## config.mk

```make
export PLATFORM = sky130hd
export DESIGN_NAME = voice_iq_fifo
export DESIGN_NICKNAME = d
export VERILOG_FILES = /design/src/rtl/voice_iq_fifo_pkg.sv /design/src/rtl/voice_iq_fifo_mem.sv /design/src/rtl/voice_iq_fifo.sv
export SDC_FILE = /design/constraint.sdc
export NUM_CORES = 1
export LEC_CHECK = 0
export CORE_MARGIN = 4
export CORE_UTILIZATION = 30
export CTS_BUF_LIST = sky130_fd_sc_hd__clkbuf_4 sky130_fd_sc_hd__clkbuf_8 sky130_fd_sc_hd__clkbuf_16
export DETAILED_ROUTE_END_ITERATION = 8
export PLACE_DENSITY_LB_ADDON = 0.3
export SLEW_MARGIN = 5
export SYNTH_ARGS = -nofsm -noshare
export SYNTH_HDL_FRONTEND = slang
export SYNTH_SLANG_ARGS = --single-unit
```

## constraint.sdc

```tcl
create_clock -name clk_in -period 3.2 [get_ports clk_in]
set_input_delay 0.32 -clock clk_in [delete_from_list [all_inputs] [get_ports clk_in]]
set_output_delay 0.32 -clock clk_in [all_outputs]
set_load 0.02 [all_outputs]
```

## src/rtl/voice_iq_fifo_pkg.sv

```systemverilog
// Shared voice-path constants for the FIR, the voice I/Q FIFO and the bus interface,
// plus the level-counter update helper used by the FIFO.
package voice_iq_fifo_pkg;

  localparam int DDC_IQ_WIDTH           = 16;
  localparam int VOICE_FIFO_DEPTH_LOG2  = 4;
  localparam int VOICE_FIFO_READY_LEVEL = 4;

  typedef enum logic [1:0] {
    LVL_HOLD,
    LVL_INC,
    LVL_DEC
  } level_op_e;

  // A simultaneous push and pop leaves the occupancy unchanged.
  function automatic level_op_e level_op(input logic push, input logic pop_ok);
    case ({push, pop_ok})
      2'b10:   return LVL_INC;
      2'b01:   return LVL_DEC;
      default: return LVL_HOLD;
    endcase
  endfunction

endpackage

```

## src/rtl/voice_iq_fifo_mem.sv

```systemverilog
// Register-array storage for the voice I/Q FIFO: one synchronous write port and
// one asynchronous read port, cleared by reset.
module iq_fifo_mem #(
  parameter int WIDTH  = 32,
  parameter int ADDR_W = 4
) (
  input  logic              clk_in,
  input  logic              reset_n,
  input  logic              wr_en,
  input  logic [ADDR_W-1:0] wr_addr,
  input  logic [WIDTH-1:0]  wr_data,
  input  logic [ADDR_W-1:0] rd_addr,
  output logic [WIDTH-1:0]  rd_data
);

  logic [WIDTH-1:0] mem [2**ADDR_W];

  // NOTE: the array is reset so the read port never exposes X after power-up;
  // this forces flops rather than a RAM macro, which is acceptable at 16 entries.
  always_ff @(posedge clk_in or negedge reset_n) begin
    if (!reset_n) begin
      for (int k = 0; k < 2**ADDR_W; k++) begin
        mem[k] <= '0;
      end
    end else if (wr_en) begin
      mem[wr_addr] <= wr_data;
    end
  end

  assign rd_data = mem[rd_addr];

endmodule

```

## src/rtl/voice_iq_fifo.sv

```systemverilog
// Elastic buffer between the voice decimating FIR and the MCU parallel bus:
// captures I/Q pairs, presents the oldest pair, and reports level and sticky error flags.
module voice_iq_fifo
  import voice_iq_fifo_pkg::*;
#(
  parameter int IQ_WIDTH    = DDC_IQ_WIDTH,
  parameter int DEPTH_LOG2  = VOICE_FIFO_DEPTH_LOG2,
  parameter int READY_LEVEL = VOICE_FIFO_READY_LEVEL
) (
  input  logic                  clk_in,
  input  logic                  reset_n,
  input  logic                  in_valid,
  input  logic [IQ_WIDTH-1:0]   in_i,
  input  logic [IQ_WIDTH-1:0]   in_q,
  input  logic                  pop,
  input  logic                  flush,
  input  logic                  flag_clear,
  output logic [IQ_WIDTH-1:0]   out_i,
  output logic [IQ_WIDTH-1:0]   out_q,
  output logic                  out_valid,
  output logic [DEPTH_LOG2:0]   level,
  output logic                  iq_ready,
  output logic                  overflow,
  output logic                  underflow
);

  localparam int                 DEPTH        = 2**DEPTH_LOG2;
  localparam logic [DEPTH_LOG2:0] FULL_LEVEL   = (DEPTH_LOG2+1)'(DEPTH);
  localparam logic [DEPTH_LOG2:0] READY_THRESH = (DEPTH_LOG2+1)'(READY_LEVEL);

  logic [DEPTH_LOG2-1:0]   wr_ptr;
  logic [DEPTH_LOG2-1:0]   rd_ptr;
  logic [DEPTH_LOG2:0]     level_q;
  logic                    overflow_q;
  logic                    underflow_q;
  logic                    full;
  logic                    empty;
  logic                    push;
  logic                    pop_ok;
  logic                    ovf_evt;
  logic                    unf_evt;
  logic [2*IQ_WIDTH-1:0]   head;

  assign full  = (level_q == FULL_LEVEL);
  assign empty = (level_q == '0);

  // Flush overrides both strobes, so a flushed cycle neither moves data nor raises a flag.
  assign push    = !flush && in_valid && (!full || pop);
  assign pop_ok  = !flush && pop && !empty;
  assign ovf_evt = !flush && in_valid && full && !pop;
  assign unf_evt = !flush && pop && empty;

  // NOTE: all state updates use non-blocking assignments so every register samples
  // pre-edge values, independent of statement order.
  always_ff @(posedge clk_in or negedge reset_n) begin
    if (!reset_n) begin
      wr_ptr  <= '0;
      rd_ptr  <= '0;
      level_q <= '0;
    end else if (flush) begin
      wr_ptr  <= '0;
      rd_ptr  <= '0;
      level_q <= '0;
    end else begin
      if (push)   wr_ptr <= wr_ptr + 1'b1;
      if (pop_ok) rd_ptr <= rd_ptr + 1'b1;
      case (level_op(push, pop_ok))
        LVL_INC: level_q <= level_q + 1'b1;
        LVL_DEC: level_q <= level_q - 1'b1;
        default: level_q <= level_q;
      endcase
    end
  end

  // A new event in the same cycle as flag_clear wins.
  always_ff @(posedge clk_in or negedge reset_n) begin
    if (!reset_n) begin
      overflow_q  <= 1'b0;
      underflow_q <= 1'b0;
    end else begin
      overflow_q  <= ovf_evt || (overflow_q && !flag_clear);
      underflow_q <= unf_evt || (underflow_q && !flag_clear);
    end
  end

  iq_fifo_mem #(
    .WIDTH  (2*IQ_WIDTH),
    .ADDR_W (DEPTH_LOG2)
  ) u_mem (
    .clk_in  (clk_in),
    .reset_n (reset_n),
    .wr_en   (push),
    .wr_addr (wr_ptr),
    .wr_data ({in_i, in_q}),
    .rd_addr (rd_ptr),
    .rd_data (head)
  );

  // Outputs depend only on registered state; the bus sees zeros whenever the FIFO is empty.
  assign out_valid = !empty;
  assign out_i     = empty ? '0 : head[2*IQ_WIDTH-1:IQ_WIDTH];
  assign out_q     = empty ? '0 : head[IQ_WIDTH-1:0];
  assign level     = level_q;
  assign iq_ready  = (level_q >= READY_THRESH);
  assign overflow  = overflow_q;
  assign underflow = underflow_q;

endmodule

```

==> results of run 1 <==
[per-stage QoR]
stage | hold WS [ps] | instances | cell area (µm²)
floorplan | 24.4 | 1516 | 24700
detailed placement | 353 | 2584 | 26700
global route | 310 | 2689 | 28700
finish | 291 | 2692 | 28700
CTS | 262 | 2689 | 28700
global placement | 350 | 2584 | 26700
[area by class of cell]
| class | instances | area [µm²] | share of cell area |
|---|---|---|---|
| antenna | 3 | 7.51 | 0.000262 |
| clock buffer | 84 | 1720 | 0.0600 |
| multi-input combinational | 850 | 10600 | 0.369 |
| tap | 1060 | 1330 | 0.0463 |
| inverter | 8 | 30.0 | 0.00105 |
| clock inverter | 16 | 169 | 0.00589 |
| timing repair buffer | 144 | 1650 | 0.0574 |
| sequential | 527 | 13200 | 0.460 |
[placed cells by master (no fill, tap or decap), types with 5 or more instances in the layout]
cell type,instances
sky130_fd_sc_hd__o21ai_0,8
sky130_fd_sc_hd__mux4_2,128
sky130_fd_sc_hd__inv_1,8
sky130_fd_sc_hd__nand2b_1,5
sky130_fd_sc_hd__nand2_1,9
sky130_fd_sc_hd__o22ai_2,5
sky130_fd_sc_hd__o21a_1,6
sky130_fd_sc_hd__nor3_1,5
sky130_fd_sc_hd__nor2_4,12
sky130_fd_sc_hd__clkdlybuf4s50_1,45
sky130_fd_sc_hd__nor2_1,8
sky130_fd_sc_hd__buf_12,27
sky130_fd_sc_hd__buf_4,33
sky130_fd_sc_hd__clkinv_2,9
sky130_fd_sc_hd__mux2_2,476
sky130_fd_sc_hd__o211ai_1,5
sky130_fd_sc_hd__dlygate4sd2_1,30
sky130_fd_sc_hd__mux2_4,35
sky130_fd_sc_hd__mux2i_1,65
sky130_fd_sc_hd__clkbuf_8,12
sky130_fd_sc_hd__ha_1,7
sky130_fd_sc_hd__clkbuf_4,14
sky130_fd_sc_hd__clkbuf_16,58
sky130_fd_sc_hd__dfrtp_1,524
sky130_fd_sc_hd__o22ai_1,29
[logic make-up (layout without fill, tap and decap cells)]
kind of cell    Yosys count  after routing
xor+xnor                  5              5
flops                   527            527
compound gates           66             66
simple gates             67             67
mux                     705            705
other cells               0              3
buf+inv                 139            252
fa+ha+maj                 7              7
[routing by layer]
layer | wire (µm) | share of wire
met3 | 2250 | 0.036
met4 | 1070 | 0.017
met1 | 29000 | 0.47
met2 | 29900 | 0.48
met5 | 13 | 0.00021
[path summary, 6_finish.rpt]
path / to / slack, ps / cells after the start
min in group clk_in: overflow / 340 / 2
setup reg to reg: level[4] / 560 / 11
max in group asynchronous: u_mem.mem[130] / 1900 / 3
setup / recovery: out_q[3] / 170 / 6
hold reg to reg: u_mem.mem[416] / 490 / 1
hold / removal: u_mem.mem[256] / 290 / 2
[worst max-delay path, cell delays in order, from the launching register on]
cell and delay [ps]:
sky130_fd_sc_hd__dfrtp_4 420, sky130_fd_sc_hd__buf_4 200, sky130_fd_sc_hd__buf_16 210, sky130_fd_sc_hd__mux4_2 510, sky130_fd_sc_hd__mux2i_1 190, sky130_fd_sc_hd__o22ai_1 170, sky130_fd_sc_hd__dlygate4sd2_1 360
[flip-flops by register name (all words and copies together), names as in the netlist]
register,flops
u_mem.mem,512
level,5
rd_ptr,4
wr_ptr,4
overflow,1
underflow,1
[what timing repair did]
item,CTS,global route
setup buffers,3,0
resized for setup,40,2
setup endpoints to repair,32,2
hold buffers,1,0
gates cloned,1,0
hold endpoints to repair,62,0
[where the power goes]
| part | leakage [nW] | switching (mW) | internal (mW) |
|---|---|---|---|
| clock | 0.951 | 2.77 | 3.82 |
| combinational | 4.58 | 3.17 | 2.91 |
| sequential | 7.13 | 0.498 | 7.59 |
==> impl_results.md, run 1 <==
- Outcome: completed
- Share of flip-flops with an asynchronous set or reset: 1.00
- Power Density: 724 nW/µm²
- Layout cell share with drive strength beyond 1: 0.517
- Category of the worst setup path launch point: flip-flop
- Routed WL per cell: 23.1 µm
- Power, Total: 20.7 mW
- Synthesized area per cell: 16.3 µm²
- R2r startpoint: level[3]
- Tightest Hold Check Type: input pin to async pin
- Clock H-tree levels: 2
- Yosys Warn Count: 0
- Row count: 104
- DR DRC count: 0
- Net count after synthesis: 1561
- Number of ports placed on the die boundary: 79
- Largest cells by area after synthesis: sky130_fd_sc_hd__dfrtp_1 53%, sky130_fd_sc_hd__mux2_2 22%, sky130_fd_sc_hd__mux4_2 12%
- HPWL after DPL: 35.7 mm
- Die Span X: 295 µm
- Placement-stage worst setup slack: 403 ps
- Final wirelength: 62.2 mm
- Unrepaired setup endpoints after global routing: false
- Buffers from clock root to sink, at most: 3
- Fin Clk Skew: 53.3 ps
- Flop and latch count out of synthesis: 527
- Violation count after the first detailed-routing iteration: 720
- Num CTS Buffers: 58
- Vias after detailed routing: 13468
- Critical Path End Type: output port
- Placeable core area: 80900 µm²
- RD Place Congestion: 0.723
- Layout Nets: 1634
- Global-route wire length before repair: 95.8 mm
- Transition at the pin with the smallest max-transition slack: 617 ps
- Largest net degree at the start of global routing: 107
- Arrival time at the worst endpoint: 2710 ps
- Count of buffers from port buffering: 78
- TritonCTS clock tree: done
- Synth Instances: 1516
- Root buffer cell: sky130_fd_sc_hd__clkbuf_16
- Post-route fraction of the period consumed by the critical path: 0.947
- Count of filler cells inserted in the layout: 7644
- Final Core Density: 0.354
- Post-detailed-route count of antenna-violating nets: 0
- Reported leakage power: 12.7 nW
- Category of the most critical setup path: flip-flop to output port
- Achievable Freq: 330 MHz
- Cell Area, Synth: 24700 µm²
- Post-Synth Adder-Cell Area: 0.00355
- Data required time of the critical path: 2880 ps
- Number of hold violations in the final report: 0
- Max-cap viol count: 0
- Count of flip-flops with a built-in enable after synthesis: 0
- Clock-pin slew reported for the worst setup and hold paths after clock tree synthesis: 60 ps
- Fin Setup TNS: 0 ps
- Post-synth top flop: sky130_fd_sc_hd__dfrtp_1
- Met3 track demand over resource: 0.0270
- Maximum fanout count along the critical path: 17
- Grt met1 use: 0.201
- Die Area: 86900 µm²
- Dominant combinational cell family by area after synthesis: multiplexers
- Top cells by instance count after synthesis: 527 x sky130_fd_sc_hd__dfrtp_1, 476 x sky130_fd_sc_hd__mux2_2, 128 x sky130_fd_sc_hd__mux4_2, 65 x sky130_fd_sc_hd__mux2i_1, 56 x sky130_fd_sc_hd__clkbuf_1
- Library cell occupying the most area in the post-synthesis netlist: sky130_fd_sc_hd__dfrtp_1
- Xor and xnor fraction of the mapped netlist area: 0.00178
- Initial DRT Pass Iterations: 4
- Met2 GRT Util: 0.238
- Final max-slew violation count: 0
- Area growth syn-to-layout: 16.3%
- GRT Max-Usage Layer: met2
- Fraction of the yosys area taken by sequential cells: 0.535
- Final critical path time including I/O delays and setup: 3030 ps
- Compound-gate portion of the synthesized area: 0.0196
- Count of unique library cells instantiated by Yosys: 44
- Sink count of the clock tree: 527
- Count leader, synth: sky130_fd_sc_hd__dfrtp_1
- Largest vdd supply drop: 0.000629 V
- Setup WS post-layout: 170 ps
- Share of cell area taken by muxes after synthesis: 0.382
- Worst setup path start: rd_ptr[0]
- Per-cell via count in the routed design: 5.00
- Post-Synth Simple-Gate Area: 0.0197
- Max transition margin: 0.587
- Initial cell density of the core: 0.305
- Number of antenna violations at the first check in global routing: 4
- Top cell type's share of synthesized area: 0.535
- Total routing usage reported by global routing: 0.145
- Clock latency on the worst-skew pair: 650 ps
- Overall die height: 295 µm
- Final setup fails: 0
- Remaining Overflow, GRT: 0
- Vias in the first global route: 14786
Power figures use the tool's default switching activity.
==> run 2, diff against run 1 <==
--- a/config.mk
+++ b/config.mk
@@ -5,7 +5,7 @@
 export SDC_FILE = /design/constraint.sdc
 export NUM_CORES = 1
 export LEC_CHECK = 0
-export CORE_MARGIN = 4
+export CORE_MARGIN = 2
 export CORE_UTILIZATION = 30
 export CTS_BUF_LIST = sky130_fd_sc_hd__clkbuf_4 sky130_fd_sc_hd__clkbuf_8 sky130_fd_sc_hd__clkbuf_16
 export DETAILED_ROUTE_END_ITERATION = 8
==> impl_results.md, run 2 (synthesis results as in run 1) <==
- HPWL after DPL: 35.6 mm
- Achievable Freq: 317 MHz
- Post-detailed-route count of antenna-violating nets: 0
- Number of cells in the finished layout apart from fillers: 2710
- Arrival time at the worst endpoint: 2830 ps
- Biggest cell delay along the critical path: 540 ps
- Design area: 29000 µm²
- Number of cells after detailed placement: 2595
- Largest net degree at the start of global routing: 87
- Number of hold violations in the final report: 0
- Final wirelength: 62.9 mm
- Root buffer cell: sky130_fd_sc_hd__clkbuf_16
- Transition at the pin with the smallest max-transition slack: 687 ps
- TritonCTS clock tree: done
- Clock H-tree levels: 2
- Clock-pin slew reported for the worst setup and hold paths after clock tree synthesis: 60 ps
- Buffers from clock root to sink, at most: 3
- Fin Clk Skew: 15.5 ps
- Category of the most critical setup path: flip-flop to output port
- Layout cell share with drive strength beyond 1: 0.525
- Per-cell via count in the routed design: 4.98
- Area growth syn-to-layout: 17.5%
- Reported leakage power: 12.8 nW
- Register with the most flip-flops: u_mem.mem
- Overall die height: 291 µm
- Layout Nets: 1641
- Die Span X: 291 µm
- Critical Path End Type: output port
- Die Area: 84500 µm²
- Total routing usage reported by global routing: 0.150
- Num CTS Buffers: 58
- Placeable core area: 81700 µm²
- Most frequent cells in the layout: 523 x sky130_fd_sc_hd__dfrtp_1, 476 x sky130_fd_sc_hd__mux2_2, 128 x sky130_fd_sc_hd__mux4_2, 62 x sky130_fd_sc_hd__mux2i_1, 59 x sky130_fd_sc_hd__clkbuf_16
- Power Density: 735 nW/µm²
- Clock latency on the worst-skew pair: 620 ps
- CP Cell Sequence: buf_12 -> buf_12 -> bufbuf_16 -> mux4_2 -> mux2i_1 -> o22ai_1 -> clkdlybuf4s15_1
- Vias in the first global route: 14928
- Post-route fraction of the period consumed by the critical path: 0.985
- Largest vdd supply drop: 0.000511 V
- Flip-flop count of the largest register, all copies and words added: 512
- Power, Total: 21.3 mW
- Violation count after the first detailed-routing iteration: 792
- Vias after detailed routing: 13497
- Tightest Hold Check Type: input pin to async pin
- Fin Setup TNS: 0 ps
- Final critical path time including I/O delays and setup: 3150 ps
- Number of antenna violations at the first check in global routing: 6
- Data required time of the critical path: 2880 ps
- Slowest stage cell, crit path: sky130_fd_sc_hd__dfrtp_4
- Remaining Overflow, GRT: 0
- Number of ports placed on the die boundary: 79
- Initial DRT Pass Iterations: 6
- Initial cell density of the core: 0.302
- Hold_ws: 253 ps
- Unrepaired setup endpoints after global routing: true
- Count of buffers from port buffering: 78
- Max-cap viol count: 0
- Category of the worst setup path launch point: flip-flop
- Most common library cell in the layout ignoring fill and taps: sky130_fd_sc_hd__dfrtp_1
- Total placed instance area: 26800 µm²
- Sink count of the clock tree: 527
- Worst path most repeated cell: sky130_fd_sc_hd__buf_12
- RD Place Congestion: 0.715
- Maximum fanout count along the critical path: 15
- Global-route wire length before repair: 96.0 mm
- Antenna cell count: 0
- DR DRC count: 0
- Final setup fails: 0
- Outcome: completed
- Max transition margin: 0.542
- Routed WL per cell: 23.2 µm
- Final max-slew violation count: 0
- Row count: 105
[run 2: changes by cell type in the layout (fill, tap and decap cells not counted), sizes merged]
cell           delta
clkbuf            +8
dlygate4sd2       -7
buf               +5
clkdlybuf4s15     +5
diode             -3
bufbuf            +1
bufinv            +1
clkinv            -1
dlymetal6s2s      -1
[run 2: metal layers]
| metal | share of wire | up-vias | global-route usage | wire length, µm |
|---|---|---|---|---|
| met2 | 0.49 | 227 | 0.255 | 31000 |
| met5 | 0.00081 | - | 0 | 51 |
| met1 | 0.44 | 7331 | 0.195 | 27600 |
| met4 | 0.024 | 10 | 0.0394 | 1510 |
| li1 | - | 5819 | - | - |
| met3 | 0.044 | 110 | 0.0286 | 2740 |
[run 2: final timing paths]
| check | slack [ps] | from | endpoint | cells after the start |
|---|---|---|---|---|
| setup / recovery | 50 | rd_ptr[0] | out_q[1] | 7 |
| hold / removal | 250 | reset_n | u_mem.mem[278] | 2 |
| setup reg to reg | 570 | level[2] | level[4] | 11 |
| hold reg to reg | 500 | u_mem.mem[416] | u_mem.mem[416] | 1 |
| max in group asynchronous | 1850 | reset_n | u_mem.mem[312] | 3 |
| min in group clk_in | 290 | flag_clear | overflow | 2 |
[run 2: area by class of cell]
type,count,area [µm²]
clock buffers,88,1790
flip-flops and latches,527,13200
well taps,1070,1340
multi-input cells,850,10600
inverters,8,30.0
fillers,7740,52700
clock inverters,16,183
repair buffers,151,1840
[run 2: through the flow]
step                 util  worst slack [ps]
finish              0.354              47.1
global route        0.354             -24.8
detailed placement  0.328               309
CTS                 0.354             -90.8
floorplan               -               559
global placement    0.328               355
[run 2: worst max-delay path, delay by kind of cell (launching register included)]
family	cells	cell delay [ps]
mux	2	400
compound gates	1	330
flops	1	540
buf+inv	4	940
[run 2: repair_timing]
action                                  CTS  global route
resized for setup                        45            15
gates cloned                              2             1
hold buffers                              1             0
endpoints found under the setup margin   32            14
setup buffers                             6             1
hold endpoints to repair                 47             0
[run 2: where the power goes]
group          leakage (nW)  internal [mW]  switching (mW)
logic                  4.64           3.11            3.28
clock network         0.989           4.02            2.76
registers              7.13           7.59           0.533
